`src/rtl/mc_ctrl.sv`:
```
// Multi-cycle MIPS control unit: FETCH/DECODE/EXEC/MEM/WB sequencer driving the
// datapath write enables, with a retired-instruction counter and sticky illegal flag.
module mc_ctrl #(
    parameter int CNT_W = 32
) (
    input  logic             clk,
    input  logic             reset,
    input  logic [5:0]       opCode,
    input  logic [5:0]       Funct,
    input  logic             dm_ready,
    output logic             IRWrite,
    output logic             PCWrite,
    output logic             RegWrite,
    output logic             RegDst,
    output logic             ALUSrc,
    output logic             Branch,
    output logic             MemWrite,
    output logic             MemtoReg,
    output logic             EXTop,
    output logic             Jump,
    output logic             writeR31,
    output logic             JumpToReg,
    output logic [2:0]       ALUop,
    output logic [2:0]       state,
    output logic [CNT_W-1:0] retired,
    output logic             illegal
);

    typedef enum logic [2:0] {
        S_FETCH  = 3'd0,
        S_DECODE = 3'd1,
        S_EXEC   = 3'd2,
        S_MEM    = 3'd3,
        S_WB     = 3'd4
    } state_t;

    typedef enum logic [3:0] {
        C_ADDU = 4'd0,
        C_SUBU = 4'd1,
        C_SLL  = 4'd2,
        C_JR   = 4'd3,
        C_ORI  = 4'd4,
        C_LUI  = 4'd5,
        C_LW   = 4'd6,
        C_SW   = 4'd7,
        C_BEQ  = 4'd8,
        C_J    = 4'd9,
        C_JAL  = 4'd10,
        C_ILL  = 4'd11
    } cls_t;

    localparam logic [2:0] ALU_ADD = 3'd0;
    localparam logic [2:0] ALU_SUB = 3'd1;
    localparam logic [2:0] ALU_OR  = 3'd2;
    localparam logic [2:0] ALU_LUI = 3'd3;
    localparam logic [2:0] ALU_SLL = 3'd4;

    function automatic cls_t decode_class(input logic [5:0] op, input logic [5:0] fn);
        cls_t c;
        case (op)
            6'b000000: begin
                case (fn)
                    6'b100001: c = C_ADDU;
                    6'b100011: c = C_SUBU;
                    6'b000000: c = C_SLL;
                    6'b001000: c = C_JR;
                    default:   c = C_ILL;
                endcase
            end
            6'b001101: c = C_ORI;
            6'b001111: c = C_LUI;
            6'b100011: c = C_LW;
            6'b101011: c = C_SW;
            6'b000100: c = C_BEQ;
            6'b000010: c = C_J;
            6'b000011: c = C_JAL;
            default:   c = C_ILL;
        endcase
        return c;
    endfunction

    state_t           r_state;
    state_t           w_next;
    cls_t             r_cls;
    cls_t             w_dec_cls;
    logic             r_illegal;
    logic             w_set_illegal;
    logic [CNT_W-1:0] r_retired;

    logic w_irwrite, w_pcwrite, w_regwrite, w_regdst, w_alusrc, w_branch;
    logic w_memwrite, w_memtoreg, w_extop, w_jump, w_wr31, w_jtr;
    logic [2:0] w_aluop;

    assign w_dec_cls = decode_class(opCode, Funct);

    // Next-state and control decode from the registered state and class.
    always_comb begin
        w_next        = S_FETCH;
        w_set_illegal = 1'b0;
        w_irwrite     = 1'b0;
        w_pcwrite     = 1'b0;
        w_regwrite    = 1'b0;
        w_regdst      = 1'b0;
        w_alusrc      = 1'b0;
        w_branch      = 1'b0;
        w_memwrite    = 1'b0;
        w_memtoreg    = 1'b0;
        w_extop       = 1'b0;
        w_jump        = 1'b0;
        w_wr31        = 1'b0;
        w_jtr         = 1'b0;
        w_aluop       = ALU_ADD;
        case (r_state)
            S_FETCH: begin
                w_irwrite = 1'b1;
                w_next    = S_DECODE;
            end
            S_DECODE: begin
                case (w_dec_cls)
                    C_J: begin
                        w_jump    = 1'b1;
                        w_pcwrite = 1'b1;
                    end
                    C_JAL: begin
                        w_jump     = 1'b1;
                        w_wr31     = 1'b1;
                        w_regwrite = 1'b1;
                        w_pcwrite  = 1'b1;
                    end
                    C_JR: begin
                        w_jtr     = 1'b1;
                        w_pcwrite = 1'b1;
                    end
                    C_ILL: begin
                        w_pcwrite     = 1'b1;
                        w_set_illegal = 1'b1;
                    end
                    default: w_next = S_EXEC;
                endcase
            end
            S_EXEC: begin
                case (r_cls)
                    C_ADDU: begin w_aluop = ALU_ADD; w_next = S_WB; end
                    C_SUBU: begin w_aluop = ALU_SUB; w_next = S_WB; end
                    C_SLL:  begin w_aluop = ALU_SLL; w_next = S_WB; end
                    C_ORI: begin
                        w_aluop  = ALU_OR;
                        w_alusrc = 1'b1;
                        w_extop  = 1'b1;
                        w_next   = S_WB;
                    end
                    C_LUI: begin
                        w_aluop  = ALU_LUI;
                        w_alusrc = 1'b1;
                        w_next   = S_WB;
                    end
                    C_LW, C_SW: begin
                        w_aluop  = ALU_ADD;
                        w_alusrc = 1'b1;
                        w_next   = S_MEM;
                    end
                    C_BEQ: begin
                        w_aluop   = ALU_SUB;
                        w_branch  = 1'b1;
                        w_pcwrite = 1'b1;
                    end
                    default: w_next = S_FETCH;
                endcase
            end
            S_MEM: begin
                case (r_cls)
                    C_SW: begin
                        // Only PCWrite follows dm_ready combinationally.
                        w_memwrite = 1'b1;
                        if (dm_ready) begin
                            w_pcwrite = 1'b1;
                            w_next    = S_FETCH;
                        end else begin
                            w_next    = S_MEM;
                        end
                    end
                    C_LW: begin
                        w_aluop  = ALU_ADD;
                        w_alusrc = 1'b1;
                        if (dm_ready) begin
                            w_next = S_WB;
                        end else begin
                            w_next = S_MEM;
                        end
                    end
                    default: w_next = S_FETCH;
                endcase
            end
            S_WB: begin
                w_regwrite = 1'b1;
                w_pcwrite  = 1'b1;
                w_regdst   = (r_cls == C_ADDU) || (r_cls == C_SUBU) || (r_cls == C_SLL);
                w_memtoreg = (r_cls == C_LW);
            end
            default: w_next = S_FETCH;
        endcase
    end

    // Gating with reset forces every control low the moment reset asserts.
    assign IRWrite   = w_irwrite  & reset;
    assign PCWrite   = w_pcwrite  & reset;
    assign RegWrite  = w_regwrite & reset;
    assign RegDst    = w_regdst   & reset;
    assign ALUSrc    = w_alusrc   & reset;
    assign Branch    = w_branch   & reset;
    assign MemWrite  = w_memwrite & reset;
    assign MemtoReg  = w_memtoreg & reset;
    assign EXTop     = w_extop    & reset;
    assign Jump      = w_jump     & reset;
    assign writeR31  = w_wr31     & reset;
    assign JumpToReg = w_jtr      & reset;
    assign ALUop     = w_aluop    & {3{reset}};
    assign state     = r_state;
    assign retired   = r_retired;
    assign illegal   = r_illegal;

    // State register.
    always_ff @(posedge clk or negedge reset) begin
        if (!reset) begin
            r_state <= S_FETCH;
        end else begin
            r_state <= w_next;
        end
    end

    // Instruction class captured in DECODE for use by the later states.
    always_ff @(posedge clk or negedge reset) begin
        if (!reset) begin
            r_cls <= C_ILL;
        end else if (r_state == S_DECODE) begin
            r_cls <= w_dec_cls;
        end else begin
            r_cls <= r_cls;
        end
    end

    // Sticky illegal-encoding flag.
    always_ff @(posedge clk or negedge reset) begin
        if (!reset) begin
            r_illegal <= 1'b0;
        end else begin
            r_illegal <= r_illegal | w_set_illegal;
        end
    end

    // Retired-instruction counter, one count per PC update, wraps naturally.
    always_ff @(posedge clk or negedge reset) begin
        if (!reset) begin
            r_retired <= '0;
        end else begin
            r_retired <= r_retired + {{(CNT_W-1){1'b0}}, PCWrite};
        end
    end

endmodule

```
`config.mk`:
```
export PLATFORM = sky130hd
export DESIGN_NAME = mc_ctrl
export DESIGN_NICKNAME = d
export VERILOG_FILES = /design/src/rtl/mc_ctrl.sv
export SDC_FILE = /design/constraint.sdc
export NUM_CORES = 1
export LEC_CHECK = 0
export CAP_MARGIN = 25
export CORE_ASPECT_RATIO = 1.1
export CORE_MARGIN = 2
export CORE_UTILIZATION = 47
export CTS_CLUSTER_DIAMETER = 60
export DETAILED_ROUTE_END_ITERATION = 8
export PLACE_DENSITY = 0.9
export SLEW_MARGIN = 10
export SYNTH_ARGS = -nofsm -noshare
export SYNTH_HDL_FRONTEND = slang
export SYNTH_SLANG_ARGS = --single-unit
```
`constraint.sdc`:
```
create_clock -name clk -period 3.4 [get_ports clk]
set_input_delay 0.68 -clock clk [delete_from_list [all_inputs] [get_ports clk]]
set_output_delay 0.68 -clock clk [all_outputs]
set_load 0.05 [all_outputs]
```
==> results of run 1 <==
worst max-delay path by stage:
stage	start	to	slack, ns	depth (start not counted)
2_1_floorplan	state[0]	RegDst	-0.005	4
6_report	opCode[2]	PCWrite	0.14	8
5_1_grt	opCode[2]	retired[30]	0.0004	14
4_1_cts	opCode[2]	JumpToReg	0.06	8
3_3_place_gp	opCode[2]	retired[28]	-0.13	14
3_5_place_dp	opCode[2]	retired[26]	-0.25	14
power by group through the flow:
stage	sequential [µW]	clock, µW	combinational [µW]
4_1_cts	623	337	453
6_report	624	328	452
3_3_place_gp	630	0	443
5_1_grt	635	353	482
3_5_place_dp	633	0	451
2_1_floorplan	695	0	207
repair_timing:
| action | in CTS | in global routing |
|---|---|---|
| setup buffers | 0 | 2 |
| gates resized for setup | 0 | 5 |
| endpoints found under the setup margin | 0 | 12 |
cells in the mapped netlist (2+ instances only):
library cell   n  area, µm²
nand3_1       14       70.1
and2_1         4       25.0
and4_1         3       26.3
nand4b_1       3       26.3
nor3_1         9       45.0
inv_1          2       7.51
nand4_2        2       25.0
nand2b_1       6       37.5
nand3b_1       6       45.0
o31a_1         2       17.5
nor4_1         2       12.5
ha_1           2       25.0
dfstp_2        3       78.8
o21ai_0        4       20.0
and3_1         6       37.5
xor2_1        15        131
xnor2_1       17        149
nor2_1        22       82.6
dfrtp_1       37        926
a21oi_1        4       20.0
a31oi_1        2       12.5
nor2b_1        3       18.8
nand4_1        6       37.5
clkbuf_1       2       7.51
nand2_1       27        101
routing by layer:
layer  part of all wire  wire (µm)  up-vias
li1                   -          -      986
met3              0.055        294        8
met2               0.52       2820       58
met5                  0          0        -
met4              0.017         93        0
met1               0.40       2170     1005
stage by stage:
stage	total power (µW)	setup slack, ns	cells	utilization	instance area, µm²
5_1_grt	1470	0.000372	374	0.721	3310
2_1_floorplan	901	-0.00500	225	-	2230
4_1_cts	1410	0.0610	372	0.715	3280
6_report	1400	0.140	374	0.721	3310
3_5_place_dp	1080	-0.254	364	0.695	3190
3_3_place_gp	1070	-0.126	364	0.695	3190
registers in the layout, summed over array words and instances, names as in the netlist:
register,flops
state,3
illegal,1
retired,32
r_cls,4
final cells by class:
type / instances / share of cell area
multi-input combinational: 179 / 0.363
tap: 56 / 0.0212
sequential: 40 / 0.304
clock buffer: 7 / 0.0261
clock inverter: 1 / 0.00227
timing repair buffer: 89 / 0.281
inverter: 2 / 0.00227
cells by family after synthesis:
family	share of synthesized area
compound gates	0.0798
xor+xnor	0.128
fa+ha+maj	0.0114
buf+inv	0.0142
flops	0.458
mux	0.00513
simple gates	0.304
worst max-delay path: stages:
cell	delay [ns]
clkdlybuf4s50_1	0.54
a211o_1	0.35
a211oi_2	0.27
nor2_2	0.07
o31ai_1	0.23
buf_4	0.17
a21oi_4	0.06
buf_4	0.20
==> results.json, run 1 <==
{
  "cts_made_buffers": 5,
  "tightest_slew_ns": 0.653,
  "layout_commonest_cell": "clkdlybuf4s50_1",
  "crit_path_end_kind": "output pin",
  "gp_congestion": 0.858,
  "clock_latency_ns": 0.30,
  "required_ns": 2.72,
  "r2r_setup_slack_ns": 0.50,
  "maxCapViolCount": 0,
  "grtUsageMet1": 0.245,
  "seqPwrFrac": 0.445,
  "period_minus_slack_ns": 3.26,
  "drc": 0,
  "netlist-cell-type-count": 47,
  "cts_root_buffer": "clkbuf_8",
  "clockPowerShare": 0.233,
  "boundaryPins": 66,
  "clock_skew_ns": 0.00495,
  "syn_area_um2": 2200,
  "fin_setup_tns_ns": 0,
  "finalHoldViolations": 0,
  "status": "finished clean",
  "routed_wl_mm": 5.39,
  "met2_usage": 0.408,
  "syn-num-nets": 242,
  "r2r-end": "retired[28]",
  "cts_buffer_depth": 2,
  "hpwl_mm": 4.14,
  "htreeDepth": 2,
  "start_util": 0.479,
  "port_buffers": 65,
  "pwr-share-comb": 0.322,
  "final_nets": 334,
  "grt_max_degree": 36,
  "cts_tree": "yes",
  "ant_nets": 0,
  "final.period_utilization": 0.959,
  "yosysWarnings": 0,
  "grt-busiest-layer": "met2",
  "criticalPathCategory": "in2out",
  "fill_cells": 321,
  "fmax_ghz": 0.307,
  "holdWs_ns": 0.221,
  "antennaDiodeCount": 0,
  "clk_pin_slew_ns": 0.07,
  "multi_input_area_um2": 1200,
  "synthFlopType": "dfrtp_1",
  "critical_path.max_fanout": 8,
  "vias": 2057,
  "p_switching_uw": 521,
  "final_cell_mix": "48 x clkdlybuf4s50_1, 35 x dfrtp_1, 28 x buf_4",
  "ir_drop_mv": 0.213,
  "fp.coreArea_um2": 4590,
  "reg2reg_depth": 12,
  "viasPerCell": 5.50,
  "clock_sinks": 40,
  "p_per_area_nw_per_um2": 424,
  "syn_inst": 225,
  "p_sw_frac": 0.371,
  "finalSetupViolCount": 0,
  "crit_path_start_kind": "input pin",
  "rsz0062_at_grt": "no",
  "ys_ff_latch": 40,
  "die_area_um2": 5240,
  "fp.dieH_um": 75.7,
  "grt_pass1_wl_mm": 9.18,
  "postSynth.asyncResetShare": 1.00,
  "internal-power_uw": 883,
  "yosysSeqAreaShare": 0.458,
  "p_leak_uw": 0.00146,
  "area.sequential_um2": 1010,
  "fp.dieW_um": 69.2,
  "drtIter0Drc": 108,
  "globalRouteTotalUtil": 0.222,
  "first_global_vias": 2047,
  "r2r_start": "state[2]",
  "grt_remaining_overflow": 0,
  "dr.pass1.iters": 4,
  "slew_violations": 0,
  "globalRouteMet3Util": 0.0622,
  "arrival_ns": 2.58,
  "antenna_found_initial": 0,
  "synth.avg_cell_area_um2": 9.76,
  "hp-class": "in2async",
  "ctsHoldBuffers": 0,
  "area_delta_synth_final_pct": 50.7,
  "synth-edff-count": 0,
  "slew_headroom": 0.564,
  "layout-drive-gt1-share": 0.220,
  "wl_per_cell_um": 14.4,
  "rows": 26
}
(Power assumes the default switching activity.)
==> run 2, diff against run 1 <==
--- a/config.mk
+++ b/config.mk
@@ -6,12 +6,15 @@
 export NUM_CORES = 1
 export LEC_CHECK = 0
 export CAP_MARGIN = 25
+export CELL_PAD_IN_SITES_DETAIL_PLACEMENT = 1
+export CELL_PAD_IN_SITES_GLOBAL_PLACEMENT = 1
 export CORE_ASPECT_RATIO = 1.1
 export CORE_MARGIN = 2
-export CORE_UTILIZATION = 47
+export CORE_UTILIZATION = 35
 export CTS_CLUSTER_DIAMETER = 60
 export DETAILED_ROUTE_END_ITERATION = 8
-export PLACE_DENSITY = 0.9
+export PLACE_DENSITY = 0.89
+export REMOVE_ABC_BUFFERS = 1
 export SLEW_MARGIN = 10
 export SYNTH_ARGS = -nofsm -noshare
 export SYNTH_HDL_FRONTEND = slang
==> run 2 against run 1 <==
Sequential share of layout area shrank 0.34 points. Register-to-register slack lost 0.17 ns. Wire length grew 16%.
==> results.json, run 2 (synthesized netlist as in run 1, its figures left out) <==
{
  "start_util": 0.359,
  "layout_commonest_cell": "clkdlybuf4s50_1",
  "clk_pin_slew_ns": 0.07,
  "arrival_ns": 2.66,
  "critical_path.max_fanout": 4,
  "p_per_area_nw_per_um2": 417,
  "die_area_um2": 6920,
  "rows": 30,
  "clock_skew_ns": 0.00725,
  "fp.dieH_um": 87.1,
  "period_minus_slack_ns": 3.34,
  "slew_headroom": 0.654,
  "cts_buffer_depth": 2,
  "wl_per_cell_um": 15.5,
  "cts_tree": "yes",
  "antennaDiodeCount": 0,
  "routed_wl_mm": 6.22,
  "r2r_setup_slack_ns": 0.33,
  "fp.coreArea_um2": 6120,
  "p_leak_uw": 0.00148,
  "clock_sinks": 40,
  "viasPerCell": 5.20,
  "multi_input_area_um2": 1170,
  "required_ns": 2.72,
  "ant_nets": 0,
  "grt_remaining_overflow": 0,
  "rsz0062_at_grt": "yes",
  "hpwl_mm": 4.94,
  "pre_cts_slack_ns": -0.224,
  "area_delta_synth_final_pct": 52.0,
  "layout-drive-gt1-share": 0.206,
  "clock_latency_ns": 0.29,
  "crit_path_start_kind": "input pin",
  "fin_setup_tns_ns": 0,
  "hp-class": "in2async",
  "cts_made_buffers": 5,
  "stdcell_count": 401,
  "grt_pass1_wl_mm": 10.3,
  "globalRouteTotalUtil": 0.189,
  "fill_cells": 687,
  "largest_reg_flops": 32,
  "dr.pass1.iters": 4,
  "r2r-end": "retired[28]",
  "htreeDepth": 2,
  "final.period_utilization": 0.983,
  "status": "finished clean",
  "reg2reg_depth": 12,
  "place_inst": 393,
  "criticalPathCategory": "in2out",
  "slew_violations": 0,
  "finalSetupViolCount": 0,
  "area.sequential_um2": 1000,
  "gp_congestion": 0.774,
  "maxCapViolCount": 0,
  "vias": 2085,
  "tightest_slew_ns": 0.518,
  "antenna_found_initial": 0,
  "boundaryPins": 66,
  "crit_path_end_kind": "output pin",
  "drc": 0,
  "fmax_ghz": 0.299,
  "crit_start": "opCode[5]",
  "port_buffers": 65,
  "final_cell_mix": "49 x clkdlybuf4s50_1, 37 x dfrtp_1, 30 x buf_4",
  "r2r_start": "state[2]",
  "final_nets": 338,
  "ir_drop_mv": 0.270,
  "first_global_vias": 2190,
  "ctsHoldBuffers": 0,
  "grt_max_degree": 34,
  "drtIter0Drc": 62,
  "layout_setup_ws_ns": 0.0567,
  "cts_root_buffer": "clkbuf_8",
  "finalHoldViolations": 0,
  "fp.dieW_um": 79.5
}
[run 2: cell count changes in the layout (fill, tap and decap cells not counted), sizes merged]
| cell | delta |
|---|---|
| buf | +4 |
| clkbuf | -1 |
| clkdlybuf4s50 | +1 |
| clkinv | +1 |
| clkinvlp | -1 |
| dlymetal6s2s | -1 |
[run 2: layer usage]
metal,wire [µm],GRT usage,vias up
met5,0,0,-
met3,209,0.0384,5
met1,2440,0.200,1034
met2,3520,0.370,50
li1,-,-,996
met4,51,0.0580,0
[run 2: worst max-delay path, cell delays in order]
cell	delay (ns)
clkdlybuf4s50_1	0.43
buf_4	0.16
a211o_1	0.27
a211oi_2	0.29
nor2_2	0.06
o31ai_1	0.32
a21oi_1	0.15
buf_4	0.17
buf_12	0.14
[run 2: worst max-delay path by stage]
stage | slack [ns] | endpoint | cells after the start
4_1_cts | 0.04 | retired[28] | 13
3_3_place_gp | -0.06 | retired[17] | 12
2_1_floorplan | -0.68 | RegDst | 3
5_1_grt | -0.05 | PCWrite | 9
3_5_place_dp | -0.22 | retired[28] | 13
6_report | 0.06 | PCWrite | 9
[run 2: what timing repair did]
item                                    in CTS  in global routing
endpoints found under the setup margin       0                 18
gates resized for setup                      0                  3
buffers inserted                             0                  1
[run 2: report_power, final]
group	leakage (µW)	switching (µW)	internal [µW]
clock	0.0000410	152	139
combinational	0.000904	281	200
sequential	0.000535	85.3	534
total	0.00148	518	873
[run 2: final cells by class]
cell class                 count  area share
multi-input combinational    179       0.350
sequential                    40       0.301
timing repair buffer          93       0.294
tap                           80      0.0300
clock buffer                   6      0.0217
inverter                       2     0.00225
clock inverter                 1     0.00150
[run 2: metrics by stage]
step                       util  hold slack (ns)  total power [µW]  area [µm²]
final                     0.546            0.263              1390        3340
after global routing      0.546            0.261              1470        3340
after CTS                 0.543            0.262              1400        3320
after detailed placement  0.530            0.474              1100        3250
after global placement    0.530            0.458              1090        3250
after floorplan               -            0.384               880        2170
==> run 3, diff against run 2 <==
--- a/config.mk
+++ b/config.mk
@@ -8,8 +8,7 @@
 export CAP_MARGIN = 25
 export CELL_PAD_IN_SITES_DETAIL_PLACEMENT = 1
 export CELL_PAD_IN_SITES_GLOBAL_PLACEMENT = 1
-export CORE_ASPECT_RATIO = 1.1
-export CORE_MARGIN = 2
+export CORE_ASPECT_RATIO = 1.5
 export CORE_UTILIZATION = 35
 export CTS_CLUSTER_DIAMETER = 60
 export DETAILED_ROUTE_END_ITERATION = 8
==> run 3 against run 2 <==
Worst setup slack worse by 0.026 ns. Sequential share of layout area down 0.51 points. Clock-buffer cell count unchanged. Clock power up 32%. Die area down 4.7%. Critical path depth up 1. Power up 8.0%. Cell count down 1.2%. Largest cell class unchanged.
==> results.json, run 3 (synthesized netlist as in run 1, its figures left out) <==
{
  "status": "finished clean",
  "p_switching_uw": 551,
  "dpl_cell_area_um2": 3220,
  "final_area_um2": 3400,
  "p_per_area_nw_per_um2": 442,
  "gp_congestion": 0.796,
  "drc": 0,
  "pwr-share-comb": 0.326,
  "cts_tree": "yes",
  "crit_path_frequent_cell": "buf_4",
  "start_util": 0.361,
  "wl_per_cell_um": 17.5,
  "fp.dieW_um": 66.7,
  "internal-power_uw": 951,
  "hp-class": "reg2reg",
  "holdWs_ns": 0.481,
  "arrival_ns": 2.69,
  "grt_max_degree": 43,
  "routed_wl_mm": 6.95,
  "fmax_ghz": 0.297,
  "largest_reg_flops": 32,
  "hpwl_mm": 5.09,
  "port_buffers": 65,
  "fp.coreArea_um2": 6090,
  "clock_latency_ns": 0.29,
  "required_ns": 2.72,
  "ir_drop_mv": 0.305,
  "multi_input_area_um2": 1190,
  "power.total_uw": 1500,
  "layout-drive-gt1-share": 0.217,
  "cts_root_buffer": "clkbuf_8",
  "p_leak_uw": 0.00153,
  "slew_violations": 0,
  "globalRouteTotalUtil": 0.218,
  "first_global_vias": 2341,
  "tightest_slew_ns": 0.851,
  "slew_headroom": 0.418,
  "finalHoldViolations": 0,
  "criticalPathCategory": "in2out",
  "viasPerCell": 5.39,
  "seqPwrFrac": 0.419,
  "area.sequential_um2": 1000,
  "die_area_um2": 6600,
  "htreeDepth": 2,
  "fill_cells": 677,
  "layout_commonest_cell": "clkdlybuf4s50_1",
  "dr.pass1.iters": 4,
  "crit_path_start_kind": "input pin",
  "clockPowerShare": 0.255,
  "finalSetupViolCount": 0,
  "boundaryPins": 66,
  "rows": 35,
  "cts_buffer_depth": 2,
  "ctsHoldBuffers": 0,
  "fp.dieH_um": 99.0,
  "cts_made_buffers": 5,
  "crit_path_end_kind": "output pin",
  "critical_path.max_fanout": 4,
  "vias": 2133,
  "antenna_found_initial": 0,
  "drtIter0Drc": 53,
  "ant_nets": 0,
  "grt_pass1_wl_mm": 11.1,
  "clk_pin_slew_ns": 0.08,
  "path_cells": "clkdlybuf4s50_1 > buf_4 > nand3b_1 > a21oi_4 > nor2_2 > o31ai_2 > buf_4 > nor3_1 > buf_4 > buf_12",
  "p_sw_frac": 0.367,
  "grt_remaining_overflow": 0,
  "final_nets": 338,
  "final_cell_mix": "46 x clkdlybuf4s50_1, 37 x dfrtp_1, 30 x buf_4",
  "place_inst": 385,
  "stdcell_count": 396,
  "crit_path_max_incr_delay_ns": 0.49,
  "antennaDiodeCount": 0,
  "clock_sinks": 40,
  "final.period_utilization": 0.991,
  "clock_skew_ns": 0.00534,
  "area_delta_synth_final_pct": 54.6,
  "period_minus_slack_ns": 3.37,
  "critPathSlowestCell": "clkdlybuf4s50_1",
  "maxCapViolCount": 0
}
==> run 3: power by group through the flow <==
| stage | clock, µW | combinational (µW) | sequential, µW |
|---|---|---|---|
| global route | 409 | 521 | 640 |
| global placement | 0 | 463 | 629 |
| CTS | 389 | 485 | 624 |
| finish | 384 | 490 | 629 |
| floorplan | 0 | 172 | 707 |
| detailed placement | 0 | 478 | 632 |
==> run 3: per-layer routing <==
metal	vias up	wire, µm	global-route usage
met2	57	3900	0.402
met1	1072	2580	0.231
met5	-	0	0
met3	17	185	0.0370
li1	987	-	-
met4	0	277	0.101
==> run 3: final cells by class <==
cell class,count,area share
multi-input combinational,179,0.352
inverter,2,0.00221
timing repair buffer,93,0.291
clock inverter,2,0.0103
clock buffer,6,0.0214
tap,74,0.0273
sequential,40,0.296
==> run 3: worst paths after layout <==
| kind | to | startpoint | slack (ns) | cells after the start |
|---|---|---|---|---|
| min reg2reg | retired[31] | retired[31] | 0.48 | 1 |
| max in group asynchronous | r_cls[0] | reset | 2.47 | 2 |
| min | retired[31] | retired[31] | 0.48 | 1 |
| min in group asynchronous | state[1] | reset | 0.55 | 2 |
| max | JumpToReg | opCode[5] | 0.03 | 10 |
| max reg2reg | retired[30] | state[1] | 0.26 | 12 |
==> run 3: through the flow <==
| step | TNS (ns) | worst slack (ns) | utilization |
|---|---|---|---|
| after floorplan | -7.05 | -0.677 | - |
| after global placement | -0.0613 | -0.0613 | 0.529 |
| after detailed placement | -2.22 | -0.226 | 0.529 |
| after CTS | 0 | 0.0148 | 0.549 |
| after global routing | -0.0658 | -0.0417 | 0.558 |
| final | 0 | 0.0309 | 0.558 |
==> run 3: repair_timing <==
action	in CTS	in global routing
endpoints found under the setup margin	1	14
pin swaps	0	3
resized for setup	2	8
buffers inserted	0	3
gates cloned	0	0
==> run 3: worst max-delay path: cells and delay by family <==
family	cells	cell delay, ns
compound gates	2	0.52
buf+inv	5	1.14
simple gates	3	0.34
